[src/rtl/dense_layer_1_ctrl.sv]
// Sequencer for a time-multiplexed dense layer: walks every output neuron over
// all input elements, drives ROM addresses and MAC/bias/write strobes, and
// reports one done pulse per complete layer pass.
module dense_layer_1_ctrl #(
  parameter int unsigned IN_SIZE  = 26,
  parameter int unsigned OUT_SIZE = 32,
  parameter int unsigned RD_LAT   = 1,
  parameter int unsigned IN_W     = $clog2(IN_SIZE),
  parameter int unsigned OUT_W    = $clog2(OUT_SIZE),
  parameter int unsigned W_W      = $clog2(IN_SIZE * OUT_SIZE)
) (
  input  logic             clk,
  input  logic             rst,
  input  logic             start,
  input  logic             abort,
  output logic             busy,
  output logic             done,
  output logic [IN_W-1:0]  in_sel,
  output logic [W_W-1:0]   w_addr,
  output logic [OUT_W-1:0] b_addr,
  output logic             mac_clr,
  output logic             mac_en,
  output logic             bias_en,
  output logic             out_we,
  output logic [OUT_W-1:0] out_idx
);

  localparam int unsigned RD_CW = (RD_LAT > 1) ? $clog2(RD_LAT) : 1;

  typedef enum logic [2:0] {
    S_IDLE  = 3'd0,
    S_CLEAR = 3'd1,
    S_MAC   = 3'd2,
    S_DRAIN = 3'd3,
    S_BIAS  = 3'd4,
    S_WRITE = 3'd5,
    S_DONE  = 3'd6
  } state_t;

  state_t             state_q, state_d;
  logic [IN_W-1:0]    in_sel_q, in_sel_d;
  logic [OUT_W-1:0]   out_idx_q, out_idx_d;
  logic [RD_CW-1:0]   drain_q, drain_d;
  logic [RD_LAT-1:0]  pipe_q, pipe_d;
  logic [W_W-1:0]     w_addr_q, w_addr_d;
  logic               busy_q, busy_d;
  logic               done_q, done_d;
  logic               mac_clr_q, mac_clr_d;
  logic               bias_en_q, bias_en_d;
  logic               out_we_q, out_we_d;
  logic               kill;

  // Next state, counters, issue-delay pipe and registered output values
  always_comb begin
    state_d   = state_q;
    in_sel_d  = in_sel_q;
    out_idx_d = out_idx_q;
    drain_d   = drain_q;
    kill      = abort && (state_q != S_IDLE);

    case (state_q)
      S_IDLE: begin
        in_sel_d  = '0;
        out_idx_d = '0;
        if (start) state_d = S_CLEAR;
      end
      S_CLEAR: state_d = S_MAC;
      S_MAC: begin
        if (in_sel_q == IN_W'(IN_SIZE - 1)) begin
          state_d = S_DRAIN;
          drain_d = '0;
        end else begin
          in_sel_d = in_sel_q + IN_W'(1);
        end
      end
      S_DRAIN: begin
        if (drain_q == RD_CW'(RD_LAT - 1)) state_d = S_BIAS;
        else                               drain_d = drain_q + RD_CW'(1);
      end
      S_BIAS: state_d = S_WRITE;
      S_WRITE: begin
        if (out_idx_q == OUT_W'(OUT_SIZE - 1)) begin
          state_d = S_DONE;
        end else begin
          out_idx_d = out_idx_q + OUT_W'(1);
          in_sel_d  = '0;
          state_d   = S_CLEAR;
        end
      end
      S_DONE: begin
        state_d   = S_IDLE;
        in_sel_d  = '0;
        out_idx_d = '0;
      end
      default: state_d = S_IDLE;
    endcase

    // Issue strobe travels RD_LAT stages so mac_en lines up with ROM data
    pipe_d[0] = (state_q == S_MAC);
    for (int i = 1; i < int'(RD_LAT); i++) pipe_d[i] = pipe_q[i-1];

    if (kill) begin
      state_d   = S_IDLE;
      in_sel_d  = '0;
      out_idx_d = '0;
      drain_d   = '0;
      pipe_d    = '0;
    end

    busy_d    = (state_d != S_IDLE);
    done_d    = (state_d == S_DONE);
    mac_clr_d = (state_d == S_CLEAR);
    bias_en_d = (state_d == S_BIAS);
    out_we_d  = (state_d == S_WRITE);
    w_addr_d  = W_W'(out_idx_d) * W_W'(IN_SIZE) + W_W'(in_sel_d);
  end

  // State, counters and output registers with synchronous reset
  always_ff @(posedge clk) begin
    if (rst) begin
      state_q   <= S_IDLE;
      in_sel_q  <= '0;
      out_idx_q <= '0;
      drain_q   <= '0;
      pipe_q    <= '0;
      w_addr_q  <= '0;
      busy_q    <= 1'b0;
      done_q    <= 1'b0;
      mac_clr_q <= 1'b0;
      bias_en_q <= 1'b0;
      out_we_q  <= 1'b0;
    end else begin
      state_q   <= state_d;
      in_sel_q  <= in_sel_d;
      out_idx_q <= out_idx_d;
      drain_q   <= drain_d;
      pipe_q    <= pipe_d;
      w_addr_q  <= w_addr_d;
      busy_q    <= busy_d;
      done_q    <= done_d;
      mac_clr_q <= mac_clr_d;
      bias_en_q <= bias_en_d;
      out_we_q  <= out_we_d;
    end
  end

  assign busy    = busy_q;
  assign done    = done_q;
  assign in_sel  = in_sel_q;
  assign w_addr  = w_addr_q;
  assign b_addr  = out_idx_q;
  assign out_idx = out_idx_q;
  assign mac_clr = mac_clr_q;
  assign mac_en  = pipe_q[RD_LAT-1];
  assign bias_en = bias_en_q;
  assign out_we  = out_we_q;

endmodule

[config.mk]
export PLATFORM = sky130hd
export DESIGN_NAME = dense_layer_1_ctrl
export DESIGN_NICKNAME = d
export VERILOG_FILES = /design/src/rtl/dense_layer_1_ctrl.sv
export SDC_FILE = /design/constraint.sdc
export NUM_CORES = 1
export LEC_CHECK = 0
export CAP_MARGIN = 10
export CORE_AREA = 2 2 72 74
export CTS_CLUSTER_SIZE = 12
export DETAILED_ROUTE_END_ITERATION = 8
export DIE_AREA = 0 0 74 76
export PLACE_DENSITY = 0.68
export SYNTH_ARGS = -nofsm -noshare
export SYNTH_HDL_FRONTEND = slang
export SYNTH_SLANG_ARGS = --single-unit
[constraint.sdc]
create_clock -name clk -period 4.2 [get_ports clk]
set_input_delay 0.42 -clock clk [delete_from_list [all_inputs] [get_ports clk]]
set_output_delay 0.42 -clock clk [all_outputs]
set_load 0.02 [all_outputs]
==> impl_results.md, run 1 <==
- Multi-input logic area: 1230 um^2
- Max cap viols: 0
- Tightest hold margin: 655 ps
- Cell internal pwr: 0.383 mW
- Starting utilization of the core area: 38.8%
- Final setup viols: 0
- Area contributors post-synth: dfxtp_1, ha_1, nor2_1
- Depth of the worst register-to-register path: 15
- Number of global-route vias before repair: 1468
- Startpoint of the most critical register-to-register path: b_addr[0]
- Pin count of the biggest net entering global routing: 22
- Total GRT Usage: 15.1%
- Slew of the pin with the lowest slew margin: 804 ps
- Filler Cells Inserted: 468
- Quantity of I/O buffers inserted on ports: 34
- Number of buffers inserted during clock tree synthesis: 3
- Clock latency on the worst-skew pair: 280 ps
- Async S/R FF share, synth: 0%
- Final antenna-violating net count: 0
- Worst Path Arrival: 4050 ps
- Via count normalized by instance count: 5.03
- Slack of the worst reg-to-reg path: 330 ps
- Top cells by instance count after synthesis: nor2_1, dfxtp_1, ha_1
- RSZ-0062 raised after global routing: false
- Remaining design rule violation count: 0
- CTS hold repair buffers: 0
- Top-level I/O count: 35
- Std-Cell Core Area: 4910 um^2
- Initial antenna violation count: 0
- Net switching share of the total power: 25.1%
- Fraction of post-synthesis cell area in the top cell type by area: 29.4%
- Buffer depth of the longest clock path: 2
- Kind of end point of the critical path: register
- Worst max-slew margin expressed relative to the limit: 46.3%
- Overall die height: 76 um
- First-pass iteration count of the detailed router: 4
- Count of final hold-check violations: 0
- Final period utilization: 92.1%
- FF+latch area: 562 um^2
- Fraction of power consumed by the clock network: 33.3%
- Buffer cell driving the clock tree root: clkbuf_8
- Total global routing overflow: 0
- Final count of pins violating max slew: 0
- Leading register cell type out of synthesis: dfxtp_1
- Area added between synthesis and finish: 24.3%
- Min cycle time layout: 3870 ps
- Clock skew after layout: 1.31 ps
- Final routed wirelength across all metal layers: 4.10 mm
- Via count: 1649
- Fin nets: 287
- Number of library cell types mapped by synthesis: 50
- CP max FO: 6
- Worst hold-check path type: reg -> reg
- # diodes: 0
- Fin Setup TNS: 0 ps
- Post-synth EDFFs: 0
- Per-instance average area after synthesis: 8.35 um^2
- Post-route core utilization: 48.2%
- Critical path type: reg -> reg
- Total power divided by cell area: 216 nW/um^2
- Post-Syn Area: 1900 um^2
- Worst Setup EP: w_addr[9]
- Cell row count: 26
- Warnings from Yosys: 0
- PnR worst setup slack: 334 ps
- First-pass GRT wire length: 6.73 mm
- CP startpoint kind: register
- Number of gates resized after CTS: 0
- Number of DRC violations after detailed-routing iteration 0: 77
- Most frequent cell after synthesis: nor2_1
- Detailed Place HPWL: 3.13 mm
- Nets in the synthesized netlist: 256
- Total number of clock tree sinks: 28
- Layout cells sized above 1: 8.53%
- Detailed-route wire length per cell: 12.5 um
- Register clock-pin slew on the reported worst setup and hold paths: 100 ps
- Die span in x: 74 um
- Required time of the critical path: 4380 ps
- CTS tree: done
- Proportion of power drawn by flip-flops and latches: 53.7%
- Mapped Cells: 228
- Maximum clock rate: 259 MHz
- Critical path startpoint: b_addr[0]
- Weighted congestion at the end of routability-driven global placement: 0.832
- Switching component of the power: 0.128 mW
- Buffers inserted during post-CTS setup optimization: 0
- Worst IR drop on VDD: 138 uV
- Dpl ws: 220 ps
- Area of the die: 5620 um^2
- Number of storage elements in the synthesis netlist: 28
- Leak: 1.02 nW
- Logic gate share of total power: 13.0%
- Portion of the post-synthesis area used by sequential elements: 29.4%
- Critical register-to-register path endpoint: w_addr[9]
- Cell type with the largest total area after synthesis: dfxtp_1
- H-Tree Level Count: 1
- Result of the run: finished, final reports clean
-- critical path, cell delays in order (launching register included) --
cell	delay, ps
dfxtp_1	380
ha_1	280
and4_1	240
o21ai_0	220
nand2b_1	90
a22o_1	190
nor2b_2	190
ha_1	300
fa_1	540
inv_1	70
fa_1	450
nand2b_1	160
a21oi_1	150
xor2_1	270
a32o_1	210
nand2_1	40
-- power by group through the flow --
stage	sequential (mW)	clock, mW	combinational [mW]
after floorplan	0.283	0	0.0420
after global placement	0.281	0	0.0658
after detailed placement	0.281	0	0.0659
after CTS	0.275	0.177	0.0662
after global routing	0.276	0.193	0.0731
final	0.275	0.170	0.0664
-- placed cells by master (no fill, tap or decap), types with 4 or more instances in the layout --
cell type,n
nor2b_1,7
o21ai_0,10
inv_1,10
nand2b_1,5
clkbuf_8,4
nand2_1,14
nor3_1,5
a31oi_1,4
a211oi_1,4
a21oi_1,9
ha_1,21
clkdlybuf4s50_1,34
xnor2_1,7
buf_4,7
dfxtp_1,27
nand3_1,5
nor2_1,32
or2_2,4
-- how the worst min path moves through the flow --
stage                     startpoint  slack, ps         to  depth (start not counted)
final                     state_q[2]        660     out_we                          2
after global routing      state_q[2]        700     out_we                          2
after CTS                 state_q[2]        650     out_we                          2
after detailed placement  state_q[2]        640     out_we                          2
after global placement     b_addr[4]        640  b_addr[4]                          2
after floorplan           state_q[1]        560     mac_en                          2
-- kinds of logic after synthesis --
family,after synthesis,share of synthesized area (%)
AO/OA/AOI/OAI,53,19.3
XOR/XNOR,9,4.14
flip-flops,28,29.4
AND/OR/NAND/NOR,89,23.9
adder cells (fa/ha/maj),24,17.0
buffers and inverters,25,6.31
-- state kept, by name (all words and copies together) (netlist names) --
| register | flops |
|---|---|
| w_addr | 9 |
| state_q | 3 |
| mac_clr | 1 |
| b_addr | 5 |
| mac_en | 1 |
| out_we | 1 |
| bias_en | 1 |
| busy | 1 |
| done | 1 |
| in_sel | 5 |
-- metrics by stage --
step                cell area, um^2  cells  power, mW
detailed placement             2300    324      0.347
global placement               2300    324      0.347
global route                   2370    328      0.542
CTS                            2360    328      0.518
finish                         2370    328      0.512
floorplan                      1900    228      0.325
-- area by class of cell --
| class | instances | area share, % |
|---|---|---|
| clock buffers | 4 | 2.33 |
| multi-input cells | 175 | 52.1 |
| well taps | 70 | 3.70 |
| flip-flops and latches | 28 | 23.7 |
| repair buffers | 41 | 16.6 |
| inverters | 10 | 1.59 |
-- per-layer routing --
metal | vias up | track usage (%) | part of all wire (%)
met2 | 33 | 23.5 | 45
met3 | 4 | 3.04 | 4.7
met5 | - | 0 | 0
li1 | 867 | - | -
met1 | 745 | 20.3 | 48
met4 | 0 | 6.00 | 1.7
(Power assumes the default switching activity.)
==> run 2: changes to the inputs <==
--- a/config.mk
+++ b/config.mk
@@ -11,6 +11,7 @@
 export DETAILED_ROUTE_END_ITERATION = 8
 export DIE_AREA = 0 0 74 76
 export PLACE_DENSITY = 0.68
+export SKIP_LAST_GASP = 1
 export SYNTH_ARGS = -nofsm -noshare
 export SYNTH_HDL_FRONTEND = slang
 export SYNTH_SLANG_ARGS = --single-unit
==> results of run 2 <==
No change in the layout: final DEF, timing and power equal those of run 1.
